===== src/rtl/uart_pkg.sv =====
// ---------------------------------------------------------------------------
// uart_pkg
// Shared definitions for the UART transmit scheduler.
//   UART_DATA_W    default byte width of the transmit path
//   sched_state_e  scheduler FSM states (IDLE/LAUNCH/WAIT_ACK/WAIT_DONE)
//   rr_next        wrap-around increment used for the round-robin pointer
// ---------------------------------------------------------------------------
package uart_pkg;

    localparam int UART_DATA_W = 8;

    typedef enum logic [1:0] {
        ST_IDLE      = 2'd0,
        ST_LAUNCH    = 2'd1,
        ST_WAIT_ACK  = 2'd2,
        ST_WAIT_DONE = 2'd3
    } sched_state_e;

    // Next requester index after idx, wrapping from n-1 back to 0.
    function automatic int unsigned rr_next(input int unsigned idx, input int unsigned n);
        return ((idx + 32'd1) >= n) ? 32'd0 : (idx + 32'd1);
    endfunction

endpackage


===== src/rtl/rr_arbiter.sv =====
// ---------------------------------------------------------------------------
// rr_arbiter
// Combinational round-robin pick: the winner is the first requester whose bit
// is set, scanning upward from the pointer and wrapping past NUM_REQ-1.
// Ports:
//   req_i    NUM_REQ            request vector
//   ptr_i    $clog2(NUM_REQ)    index that has first claim this round
//   grant_o  NUM_REQ            one-hot grant (all zero when nothing requests)
//   idx_o    $clog2(NUM_REQ)    index of the granted requester
//   valid_o  1                  at least one request is present
// ---------------------------------------------------------------------------
module rr_arbiter #(
    parameter int NUM_REQ = 4
) (
    input  logic [NUM_REQ-1:0]         req_i,
    input  logic [$clog2(NUM_REQ)-1:0] ptr_i,
    output logic [NUM_REQ-1:0]         grant_o,
    output logic [$clog2(NUM_REQ)-1:0] idx_o,
    output logic                       valid_o
);

    localparam int IDW = $clog2(NUM_REQ);

    // Walk the candidates in priority order starting at the pointer; the
    // first requesting candidate wins and later ones are ignored via valid_o.
    always_comb begin
        int               cand;
        logic [IDW-1:0]   cand_idx;
        grant_o  = '0;
        idx_o    = '0;
        valid_o  = 1'b0;
        cand     = 0;
        cand_idx = '0;
        for (int k = 0; k < NUM_REQ; k++) begin
            cand = int'(ptr_i) + k;
            if (cand >= NUM_REQ) begin
                cand = cand - NUM_REQ;
            end
            cand_idx = IDW'(cand);
            if (!valid_o && req_i[cand_idx]) begin
                valid_o           = 1'b1;
                idx_o             = cand_idx;
                grant_o[cand_idx] = 1'b1;
            end
        end
    end

endmodule


===== src/rtl/uart_tx_sched.sv =====
// ---------------------------------------------------------------------------
// uart_tx_sched
// Round-robin scheduler sharing one UART transmitter among NUM_REQ byte
// sources. A grant is held for a burst of up to MAX_BURST bytes; bytes are
// paced off the transmitter's tx_busy, and a missing busy response is
// reported through ack_err. All outputs are registered.
// Ports:
//   clk        system clock
//   rst        synchronous active-high reset
//   req_valid  per-requester byte pending
//   req_data   per-requester byte, requester i at [i*DATA_W +: DATA_W]
//   req_last   per-requester last-byte-of-burst flag
//   req_ready  one-cycle pulse: byte of requester i consumed
//   tx_data    byte to transmitter, held until the next tx_start
//   tx_start   one-cycle launch pulse to transmitter
//   tx_busy    transmitter busy (start bit .. stop bit)
//   grant_id   current / most recent granted requester
//   active     a grant is held
//   ack_err    one-cycle pulse: tx_busy did not rise within ACK_TO cycles
// ---------------------------------------------------------------------------
module uart_tx_sched
    import uart_pkg::*;
#(
    parameter int NUM_REQ   = 4,
    parameter int DATA_W    = UART_DATA_W,
    parameter int MAX_BURST = 4,
    parameter int ACK_TO    = 16
) (
    input  logic                        clk,
    input  logic                        rst,
    input  logic [NUM_REQ-1:0]          req_valid,
    input  logic [NUM_REQ*DATA_W-1:0]   req_data,
    input  logic [NUM_REQ-1:0]          req_last,
    output logic [NUM_REQ-1:0]          req_ready,
    output logic [DATA_W-1:0]           tx_data,
    output logic                        tx_start,
    input  logic                        tx_busy,
    output logic [$clog2(NUM_REQ)-1:0]  grant_id,
    output logic                        active,
    output logic                        ack_err
);

    localparam int IDW = $clog2(NUM_REQ);
    localparam int CW  = $clog2(MAX_BURST + 1);
    localparam int TW  = $clog2(ACK_TO + 1);

    sched_state_e          state_q;
    logic [IDW-1:0]        rr_ptr_q;
    logic [IDW-1:0]        grant_id_q;
    logic                  active_q;
    logic [CW-1:0]         count_q;
    logic [TW-1:0]         timer_q;
    logic                  last_q;
    logic [DATA_W-1:0]     tx_data_q;
    logic                  tx_start_q;
    logic [NUM_REQ-1:0]    req_ready_q;
    logic                  ack_err_q;

    logic [NUM_REQ-1:0]    arb_grant;
    logic [IDW-1:0]        arb_idx;
    logic                  arb_valid;

    logic [IDW-1:0]        sel_idx;
    logic [DATA_W-1:0]     sel_data;
    logic                  sel_last;
    logic [NUM_REQ-1:0]    holder_onehot;
    logic [IDW-1:0]        rr_ptr_d;
    logic [CW-1:0]         count_d;
    logic                  burst_more;

    rr_arbiter #(
        .NUM_REQ (NUM_REQ)
    ) u_arb (
        .req_i   (req_valid),
        .ptr_i   (rr_ptr_q),
        .grant_o (arb_grant),
        .idx_o   (arb_idx),
        .valid_o (arb_valid)
    );

    // Byte capture source: the fresh arbitration winner when idle, otherwise
    // the current holder continuing its burst. Also precomputes the pointer
    // after release and whether the holder may send another byte.
    always_comb begin
        sel_idx       = (state_q == ST_IDLE) ? arb_idx : grant_id_q;
        sel_data      = req_data[int'(sel_idx)*DATA_W +: DATA_W];
        sel_last      = req_last[sel_idx];
        holder_onehot = '0;
        holder_onehot[grant_id_q] = 1'b1;
        rr_ptr_d      = IDW'(rr_next(32'(grant_id_q), NUM_REQ));
        count_d       = count_q + 1'b1;
        burst_more    = req_valid[grant_id_q] && !last_q && (count_q < CW'(MAX_BURST));
    end

    // Scheduler FSM. Pulse outputs default low each cycle and are raised only
    // on the edge that makes the corresponding decision, so they come out as
    // single registered pulses. A release always passes through IDLE, which
    // guarantees at least one idle cycle between bursts; grant_id is left at
    // its last value so it still names the most recent holder.
    always_ff @(posedge clk) begin
        if (rst) begin
            state_q     <= ST_IDLE;
            rr_ptr_q    <= '0;
            grant_id_q  <= '0;
            active_q    <= 1'b0;
            count_q     <= '0;
            timer_q     <= '0;
            last_q      <= 1'b0;
            tx_data_q   <= '0;
            tx_start_q  <= 1'b0;
            req_ready_q <= '0;
            ack_err_q   <= 1'b0;
        end else begin
            tx_start_q  <= 1'b0;
            req_ready_q <= '0;
            ack_err_q   <= 1'b0;
            case (state_q)
                ST_IDLE: begin
                    if (arb_valid) begin
                        grant_id_q  <= arb_idx;
                        active_q    <= 1'b1;
                        count_q     <= CW'(1);
                        last_q      <= sel_last;
                        tx_data_q   <= sel_data;
                        tx_start_q  <= 1'b1;
                        req_ready_q <= arb_grant;
                        state_q     <= ST_LAUNCH;
                    end
                end
                ST_LAUNCH: begin
                    timer_q <= '0;
                    state_q <= ST_WAIT_ACK;
                end
                ST_WAIT_ACK: begin
                    if (tx_busy) begin
                        state_q <= ST_WAIT_DONE;
                    end else if (timer_q == TW'(ACK_TO - 1)) begin
                        ack_err_q <= 1'b1;
                        active_q  <= 1'b0;
                        rr_ptr_q  <= rr_ptr_d;
                        state_q   <= ST_IDLE;
                    end else begin
                        timer_q <= timer_q + 1'b1;
                    end
                end
                ST_WAIT_DONE: begin
                    if (!tx_busy) begin
                        if (burst_more) begin
                            count_q     <= count_d;
                            last_q      <= sel_last;
                            tx_data_q   <= sel_data;
                            tx_start_q  <= 1'b1;
                            req_ready_q <= holder_onehot;
                            state_q     <= ST_LAUNCH;
                        end else begin
                            active_q <= 1'b0;
                            rr_ptr_q <= rr_ptr_d;
                            state_q  <= ST_IDLE;
                        end
                    end
                end
                default: begin
                    state_q <= ST_IDLE;
                end
            endcase
        end
    end

    assign req_ready = req_ready_q;
    assign tx_data   = tx_data_q;
    assign tx_start  = tx_start_q;
    assign grant_id  = grant_id_q;
    assign active    = active_q;
    assign ack_err   = ack_err_q;

endmodule


===== config.mk =====
export PLATFORM = sky130hd
export DESIGN_NAME = uart_tx_sched
export DESIGN_NICKNAME = d
export VERILOG_FILES = /design/src/rtl/uart_pkg.sv /design/src/rtl/rr_arbiter.sv /design/src/rtl/uart_tx_sched.sv
export SDC_FILE = /design/constraint.sdc
export NUM_CORES = 1
export LEC_CHECK = 0
export CELL_PAD_IN_SITES_DETAIL_PLACEMENT = 0
export CELL_PAD_IN_SITES_GLOBAL_PLACEMENT = 1
export CORE_ASPECT_RATIO = 0.9
export CORE_MARGIN = 10
export CORE_UTILIZATION = 33
export DETAILED_ROUTE_END_ITERATION = 10
export GPL_TIMING_DRIVEN = 0
export PLACE_DENSITY = 0.75
export SETUP_SLACK_MARGIN = 0.5
export SYNTH_ARGS = -nofsm -noshare
export SYNTH_HDL_FRONTEND = slang
export SYNTH_SLANG_ARGS = --single-unit

===== constraint.sdc =====
create_clock -name clk -period 3.05 [get_ports clk]
set_input_delay 0.7625 -clock clk [delete_from_list [all_inputs] [get_ports clk]]
set_output_delay 0.7625 -clock clk [all_outputs]
set_load 0.02 [all_outputs]

==> impl_metrics.env <==
export IMPL_outcome="completed"
export IMPL_cp_arrival_ps=3000
export IMPL_finalClockSkew_ps=6.28
export IMPL_fin_hold_ws_ps=460
export IMPL_rsz0062_at_grt="true"
export IMPL_syn_area_um2=2220
export IMPL_insertion_delay_ps=280
export IMPL_drv_slew=0
export IMPL_drv_cap=0
export IMPL_core_rowCount=28
export IMPL_viasPerCell=4.87
export IMPL_syn_nets=304
export IMPL_drt_iter0_drc=117
export IMPL_crit_slowest_cell="a221o_1"
export IMPL_grt_pass1_vias=2015
export IMPL_grt_max_degree=11
export IMPL_power_mw=2.12
export IMPL_multi_input_area_um2=1610
export IMPL_core_um2=6550
export IMPL_tightest_slew_ps=589
export IMPL_hold_path_class="flip-flop to flip-flop"
export IMPL_wl_um=6450
export IMPL_clock_path_buffers=2
export IMPL_dpl_hpwl_um=4720
export IMPL_vias=2037
export IMPL_yosysWarnings=0
export IMPL_gp_congestion=0.786
export IMPL_setup_viol=0
export IMPL_start_kind="flip-flop"
export IMPL_hold_viol=0
export IMPL_placed_area_um2=2970
export IMPL_fin_crit_sh_pct=92.9
export IMPL_crit_type="flip-flop to flip-flop"
export IMPL_cts_tree="done"
export IMPL_crit_top_cell="buf_6"
export IMPL_slew_headroom_pct=60.7
export IMPL_max_freq_ghz=0.353
export IMPL_die_area_um2=10400
export IMPL_vdd_ir_drop_worst_mv=0.269
export IMPL_synth_edf_count=0
export IMPL_async_reset_ff_share_pct=0
export IMPL_nets=391
export IMPL_ys_ff_latch=30
export IMPL_ys_types=47
export IMPL_power_density_nw_per_um2=620
export IMPL_path_cells="buf_6 -> buf_8 -> inv_8 -> ha_4 -> buf_6 -> buf_6 -> mux4_2 -> a221o_1 -> a31oi_4 -> buf_8 -> buf_12 -> buf_12 -> mux2i_4 -> o221ai_2"
export IMPL_cp_num_buf_inv=8
export IMPL_period_needed_ps=2830
export IMPL_drive_gt1_share_pct=23.2
export IMPL_drt_first_pass_iters=4
export IMPL_cts_clk_slew_worst_paths_ps=70
export IMPL_h_tree_depth=2
export IMPL_worst_path_max_fanout=5
export IMPL_die_h_um=97.9
export IMPL_drc_errors=0
export IMPL_route_detailed_wl_per_inst_um=15.4
export IMPL_synthFlopType="dfxtp_1"
export IMPL_p_leak_nw=1.31
export IMPL_port_buffers=59
export IMPL_synth_cells=240
export IMPL_required_ps=3210
export IMPL_grt_remaining_overflow=0
export IMPL_cts_sinks=30
export IMPL_cts_buffers=5
export IMPL_layout_common_cells="clkdlybuf4s50_1 (55), nand2_1 (28), dfxtp_1 (28)"
export IMPL_start_util_pct=34.0
export IMPL_regArea_um2=608
export IMPL_die_w_um=107
export IMPL_yosysSeqAreaShare_pct=27.0
export IMPL_grt_antenna_before_repair=0
export IMPL_final_common_cell="clkdlybuf4s50_1"
export IMPL_crit_family="buffers and inverters"
export IMPL_syn_avg_cell_area_um2=9.27
export IMPL_fin_area_um2=3420
export IMPL_cts_root_buf="clkbuf_8"
export IMPL_cp_end_kind="flip-flop"
export IMPL_drtAntennaViolNets=0
export IMPL_slowest_delay_ps=400
export IMPL_fillers=610
export IMPL_grt_pass1_wl_um=10300
export IMPL_syn_to_final_growth_pct=53.9
export IMPL_antennaDiodeCount=0
export IMPL_grt_usage_pct=11.9
export IMPL_ios=60
==> layer usage <==
| metal | track usage (%) | part of all wire [%] |
|---|---|---|
| met1 | 17.0 | 53 |
| met5 | 0 | 0 |
| met3 | 3.35 | 4.5 |
| met2 | 17.7 | 42 |
| met4 | 1.25 | 0.37 |
==> cell families (layout without fill, tap and decap cells) <==
family | Yosys count | in the layout | synth area share (%)
AO/OA/AOI/OAI | 55 | 55 | 20.5
XOR/XNOR | 2 | 2 | 0.788
adder cells (fa/ha/maj) | 21 | 21 | 11.8
buffers and inverters | 25 | 113 | 6.24
flip-flops | 30 | 30 | 27.0
multiplexers | 33 | 33 | 17.3
AND/OR/NAND/NOR | 74 | 74 | 16.4
==> report_power, final <==
| group | internal, mW | leakage, nW | switching [mW] |
|---|---|---|---|
| Sequential | 0.480 | 0.247 | 0.0644 |
| Combinational | 0.629 | 1.02 | 0.620 |
| Clock | 0.182 | 0.0482 | 0.150 |
| Total | 1.29 | 1.31 | 0.834 |
==> worst reg2reg max path: stages (launching register included) <==
cell	delay [ps]
dfxtp_4	350
buf_6	110
buf_8	120
inv_8	40
ha_4	180
buf_6	110
buf_6	120
mux4_2	320
a221o_1	400
a31oi_4	220
buf_8	150
buf_12	110
buf_12	130
mux2i_4	230
o221ai_2	120
==> cells in the mapped netlist (3+ instances only) <==
| library cell | count | area, um^2 |
|---|---|---|
| ha_1 | 21 | 263 |
| dfxtp_1 | 30 | 601 |
| nor2b_1 | 3 | 18.8 |
| nand3_1 | 4 | 20.0 |
| nand2b_1 | 4 | 25.0 |
| nand2_1 | 28 | 105 |
| mux2_2 | 3 | 33.8 |
| buf_4 | 3 | 22.5 |
| nor2_1 | 15 | 56.3 |
| a22o_1 | 4 | 35.0 |
| a21oi_1 | 15 | 75.1 |
| a31oi_1 | 3 | 18.8 |
| mux4_2 | 3 | 67.6 |
| a21o_1 | 5 | 37.5 |
| mux2i_1 | 26 | 260 |
| and3_1 | 4 | 25.0 |
| o221ai_2 | 9 | 135 |
| nor3_1 | 3 | 15.0 |
| inv_1 | 11 | 41.3 |
| clkbuf_1 | 6 | 22.5 |
| a211oi_1 | 5 | 37.5 |
==> what timing repair did <==
item	CTS	global route
endpoints found under the setup margin	11	14
resized for setup	31	17
pin swaps	10	3
hold buffers	0	0
buffers inserted	18	1
gates cloned	1	1
==> registers in the layout (all words and copies together) (netlist names) <==
name / flops
timer_q: 5
rr_ptr_q: 2
tx_start: 1
tx_data: 8
active: 1
state_q: 2
count_q: 3
req_ready: 4
grant_id: 2
ack_err: 1
last_q: 1
==> stage by stage <==
step | setup WS, ps | instances | setup TNS, ps | util, %
6_report | 215 | 418 | 0 | 52.3
5_1_grt | 131 | 418 | 0 | 52.3
4_1_cts | 189 | 416 | 0 | 51.3
3_5_place_dp | -379 | 389 | -3240 | 45.4
3_3_place_gp | -381 | 389 | -3360 | 45.4
2_1_floorplan | 274 | 240 | 0 | -
==> cell type report <==
| class | instances | share of cell area (%) |
|---|---|---|
| Clock inverter | 1 | 0.146 |
| Clock buffer | 7 | 2.52 |
| Sequential cell | 30 | 17.8 |
| Multi-Input combinational cell | 185 | 47.1 |
| Inverter | 11 | 1.42 |
| Tap cell | 90 | 3.29 |
| Timing Repair Buffer | 80 | 23.7 |
| Buffer | 14 | 4.13 |
==> path summary, 6_finish.rpt <==
kind / start / to / slack (ps) / cells past startpoint
hold / removal: count_q[1] / count_q[1] / 460 / 2
setup reg to reg: rr_ptr_q[0] / tx_data[0] / 220 / 14
setup / recovery: rr_ptr_q[0] / tx_data[0] / 220 / 14
hold reg to reg: count_q[1] / count_q[1] / 460 / 2
Power figures use the tool's default switching activity.
==> RTL change 1 (config.mk and constraints unchanged) <==
Register the output `ack_err` once more; this adds one clock of latency there. The other outputs are not delayed to match. Comments in the files are not updated.
--- a/src/rtl/uart_tx_sched.sv
+++ b/src/rtl/uart_tx_sched.sv
@@ -171,7 +171,9 @@
     assign tx_start  = tx_start_q;
     assign grant_id  = grant_id_q;
     assign active    = active_q;
-    assign ack_err   = ack_err_q;
+    always_ff @(posedge clk) begin
+        ack_err <= ack_err_q;
+    end
 
 endmodule
 
Formal check against the unedited RTL: same outputs for any inputs over 4 cycles, from zero or initial values and one cycle with rst high; that may be too few to reach the edited logic, so the function may still have changed.
==> RTL change 1 against the unedited design <==
- setup slack gained 0.32 ns
- cell area is 0.62% higher
- sequential cell count is 1 higher
- area after synthesis rose by 8.3%
- final cell count increased by 5.5%
- wire length grew 1.7%
- clock power is 12% lower
- critical path depth is 4 lower
- global-route usage fell by 0.29 points
- total power up 15%
==> RTL change 1: results (changes against the unedited design) <==
| Metric | Value |
|---|---|
| First-pass GRT wire length | `10.5 mm (+1.4%)` |
| Post-DP Area | `3110 sq um (+4.5%)` |
| Mean number of vias per cell | `5.08 (+4.3%)` |
| Clock group share of total power | `0.120 (-0.036)` |
| Multi-input logic portion of the cell area | `0.487 (+0.0167)` |
| Avg WL per Cell | `14.9 microns (-3.6%)` |
| Vias in the first global route | `2239 (+11%)` |
| Overall routed net length | `6.56 mm (+1.7%)` |
| Transition at the pin with the smallest max-transition slack | `0.492 ns (-0.0970 ns)` |
| Count of inverters not on the clock network in the layout | `22 (+11)` |
| Grt met2 use | `0.179 (+0.00224)` |
| Number of design-rule violations left by the first detailed-router iteration | `62 (-47%)` |
| Met1 track utilization from global routing | `0.140 (-0.0301)` |
| Proportion of power drawn by combinational gates | `0.651 (+0.063)` |
| Critical path's top delay family | `multiplexers` |
| Result of the run | `finished, final reports clean` |
| Max stage delay cell, worst path | `sky130_fd_sc_hd__or4b_4` |
| Post-synthesis sequential area ratio | `0.258 (-0.0124)` |
| Synthesized net count | `330 (+8.6%)` |
| WP data arrival | `2.68 ns (-0.32 ns)` |
| Switching component of the power | `982 uW (+18%)` |
| Met3 capacity usage during global routing | `0.0563 (+0.0228)` |
| Design area | `3450 sq um (+0.62%)` |
| Maximum net fanout on the critical path | `6 (+1)` |
| Non-clock buffer count in the final layout | `92 (-2.1%)` |
| Total routing usage reported by global routing | `0.116 (-0.00286)` |
| Filler cells | `687 (+13%)` |
| Net count, final | `413 (+5.6%)` |
| WL met3 | `679 microns (+140%)` |
| Core region area | `7080 sq um (+8.0%)` |
| Placed cell count | `417 (+7.2%)` |
| Ranking of synthesized cells by area | `sky130_fd_sc_hd__dfxtp_1 26%, sky130_fd_sc_hd__ha_1 11%, sky130_fd_sc_hd__mux2i_1 9.6%` |
| Weighted congestion at the end of routability-driven global placement | `0.764 (-2.8%)` |
| WL met2 | `2.85 mm (+5.9%)` |
| Fraction of layout instances using a drive strength above 1 | `0.218 (-0.0133)` |
| Total routed wire length on the met1 layer | `2.96 mm (-14%)` |
| Multi-Input Combinational | `197 (+6.5%)` |
| Max incr delay on CP | `0.52 ns (+0.12 ns)` |
| HPWL after detailed placement | `4.83 mm (+2.3%)` |
-- RTL change 1: cell count changes after synthesis, sizes merged, moves of 4 or more --
cell   unedited run  this run
mux2i            27        23
nor3b             2        21
inv              11        22
a21o              5         0
buf               8        12
a31o              0         4
-- RTL change 1: repair_timing --
action,in CTS,in global routing
buffers inserted,12,4
pin swaps,7,2
resized for setup,37,17
endpoints found under the setup margin,12,9
gates cloned,1,1
-- RTL change 1: path summary, 6_finish.rpt --
kind	from	slack [ns]	to	cells after the start
max	req_valid[1]	0.53	tx_data[1]	10
min	ack_err_q	0.33	ack_err	0
min reg2reg	ack_err_q	0.33	ack_err	0
max reg2reg	rr_ptr_q[1]	0.65	tx_data[1]	10
-- RTL change 1: kinds of logic after synthesis --
group	Yosys count	synth area share
compound gates	55	0.201
xor+xnor	2	0.00727
fa+ha+maj	21	0.109
buf+inv	38	0.0789
flops	31	0.258
mux	29	0.142
simple gates	90	0.204
==> RTL change 2 (same settings) <==
Made on the original files. Set the parameter `ACK_TO` to 32 (it was 16).
--- a/src/rtl/uart_tx_sched.sv
+++ b/src/rtl/uart_tx_sched.sv
@@ -24,7 +24,7 @@
     parameter int NUM_REQ   = 4,
     parameter int DATA_W    = UART_DATA_W,
     parameter int MAX_BURST = 4,
-    parameter int ACK_TO    = 16
+    parameter int ACK_TO    = 32
 ) (
     input  logic                        clk,
     input  logic                        rst,
Function: same outputs for any inputs over 4 cycles, from zero or initial values and one cycle with rst high; that may be too few to reach the edited logic, so the function may still have changed.
==> RTL change 2 against the unedited design <==
- first-iteration DRC count shrank 3.4%
- count of clock-buffer cells in the layout is the same
- worst hold slack gained 0.0060 ns
- setup slack gained 0.054 ns
- clock skew grew 0.0029 ns
- wire length grew 41%
- combinational power shrank 27%
- total power shrank 15%
- synthesized cell count grew 34%
- cell area grew 12%
- non-clock buffer count grew 8
- sequential cell count grew 1
- area after synthesis grew 16%
- largest power group unchanged
==> RTL change 2: results (changes against the unedited design) <==
| Metric | Value |
|---|---|
| Number of cells produced by synthesis | `321 (+34%)` |
| Result of the run | `finished, final reports clean` |
| Worst-case setup slack after placement | `-0.681 ns (-0.302 ns)` |
| Vias in the first global route | `2860 (+42%)` |
| Portion of synthesized cell area occupied by the leading cell type | `0.241 (-0.0294)` |
| Total routing usage reported by global routing | `0.148 (+0.0292)` |
| Number of design-rule violations left by the first detailed-router iteration | `113 (-3.4%)` |
| P_clk | `380 uW (+14%)` |
| Grt met2 use | `0.257 (+0.0801)` |
| Number of gates given a new drive strength after cts | `46 (+48%)` |
| Met3 capacity usage during global routing | `0.0225 (-0.0110)` |
| Post-CTS setup repair buffer count | `12 (-6)` |
| Final worst clock skew | `0.00922 ns (+0.00294 ns)` |
| Filler cells | `727 (+19%)` |
| HPWL after detailed placement | `6.42 mm (+36%)` |
| Clock tree root driver cell | `sky130_fd_sc_hd__clkbuf_8` |
| WL met3 | `326 microns (+13%)` |
| Total number of vias | `2852 (+40%)` |
| Ranking of synthesized cells by area | `sky130_fd_sc_hd__dfxtp_1 24%, sky130_fd_sc_hd__ha_1 9.7%, sky130_fd_sc_hd__a2bb2oi_1 6.5%` |
| Clock group share of total power | `0.210 (+0.054)` |
| Post-DP Area | `3300 sq um (+11%)` |
| Post-synthesis sequential area ratio | `0.241 (-0.0294)` |
| Leakage power figure | `1.53 nW (+16%)` |
| Met1 track utilization from global routing | `0.184 (+0.0145)` |
| Remaining routing DRC violations | `0 (unchanged)` |
| Max stage delay cell, worst path | `sky130_fd_sc_hd__or4b_4` |
| WL met2 | `4.52 mm (+68%)` |
| Synth cell types | `41 (-13%)` |
| Placed cell count | `475 (+22%)` |
| Weighted congestion at the end of routability-driven global placement | `0.809 (+2.9%)` |
| Clock edge transition at the registers on the reported setup and hold paths | `0.07 ns (about the same)` |
| WP data arrival | `3.01 ns (about the same)` |
| Fraction of layout instances using a drive strength above 1 | `0.186 (-0.0454)` |
| Proportion of power drawn by combinational gates | `0.506 (-0.082)` |
| Total routed wire length on the met1 layer | `4.18 mm (+22%)` |
| First-pass GRT wire length | `14.7 mm (+42%)` |
| Switching fraction of total power | `0.383 (-0.00920)` |
| Number of buffers added on ports | `58 (-1.7%)` |
| Synthesized net count | `384 (+26%)` |
| Worst vdd ir | `0.178 mV (-34%)` |
| Cts bufs inserted | `5 (unchanged)` |
| Count of endpoints failing hold in the final timing report | `0 (unchanged)` |
| Transition at the pin with the smallest max-transition slack | `0.742 ns (+0.153 ns)` |
| Max incr delay on CP | `0.57 ns (+0.17 ns)` |
| Top cells by instance count after synthesis | `34 x sky130_fd_sc_hd__nand2_1, 31 x sky130_fd_sc_hd__dfxtp_1, 27 x sky130_fd_sc_hd__nor2_1` |
| Final number of max-transition violations | `0 (unchanged)` |
| Latest clock arrival within the worst-skew pair | `0.29 ns` |
| Maximum net fanout on the critical path | `8 (+3)` |
| Overall routed net length | `9.12 mm (+41%)` |
| Mean number of vias per cell | `5.66 (+16%)` |
| Net count, final | `470 (+20%)` |
==> RTL change 2: cell count changes after synthesis, moves of 9 or more <==
cell | unedited run | this run
sky130_fd_sc_hd__nor2_1 | 15 | 27
sky130_fd_sc_hd__or3_1 | 1 | 23
sky130_fd_sc_hd__o221ai_2 | 9 | 0
sky130_fd_sc_hd__o21ai_0 | 1 | 11
sky130_fd_sc_hd__a2bb2oi_1 | 0 | 19
sky130_fd_sc_hd__a211o_1 | 0 | 9
sky130_fd_sc_hd__a31oi_1 | 3 | 21
sky130_fd_sc_hd__o211ai_1 | 2 | 20
sky130_fd_sc_hd__mux2i_1 | 26 | 8
==> RTL change 2: area by class of cell <==
class	instances	area, sq um	area share
buffer	23	195	0.0509
clock buffer	7	96.3	0.0251
clock inverter	1	7.51	0.00196
inverter	12	53.8	0.0140
multi-input combinational	255	1980	0.516
sequential	31	628	0.164
tap	96	120	0.0313
timing repair buffer	79	753	0.196
==> RTL change 2: path summary, 6_finish.rpt <==
check / end / from / slack [ns] / cells past startpoint
worst max register to register: tx_data[0] / rr_ptr_q[1] / 0.27 / 10
worst min-delay path: tx_data[0] / tx_data[0] / 0.47 / 1
worst min register to register: tx_data[0] / tx_data[0] / 0.47 / 1
worst max-delay path: tx_data[0] / req_valid[2] / 0.27 / 9
==> RTL change 2: cells by family (layout without fill, tap and decap cells) <==
group / Yosys count / count (layout) / synth area share
compound gates: 112 / 112 / 0.313
xor+xnor: 4 / 4 / 0.0136
fa+ha+maj: 20 / 20 / 0.0970
buf+inv: 35 / 122 / 0.0640
flops: 31 / 31 / 0.241
mux: 12 / 12 / 0.0660
simple gates: 107 / 107 / 0.206
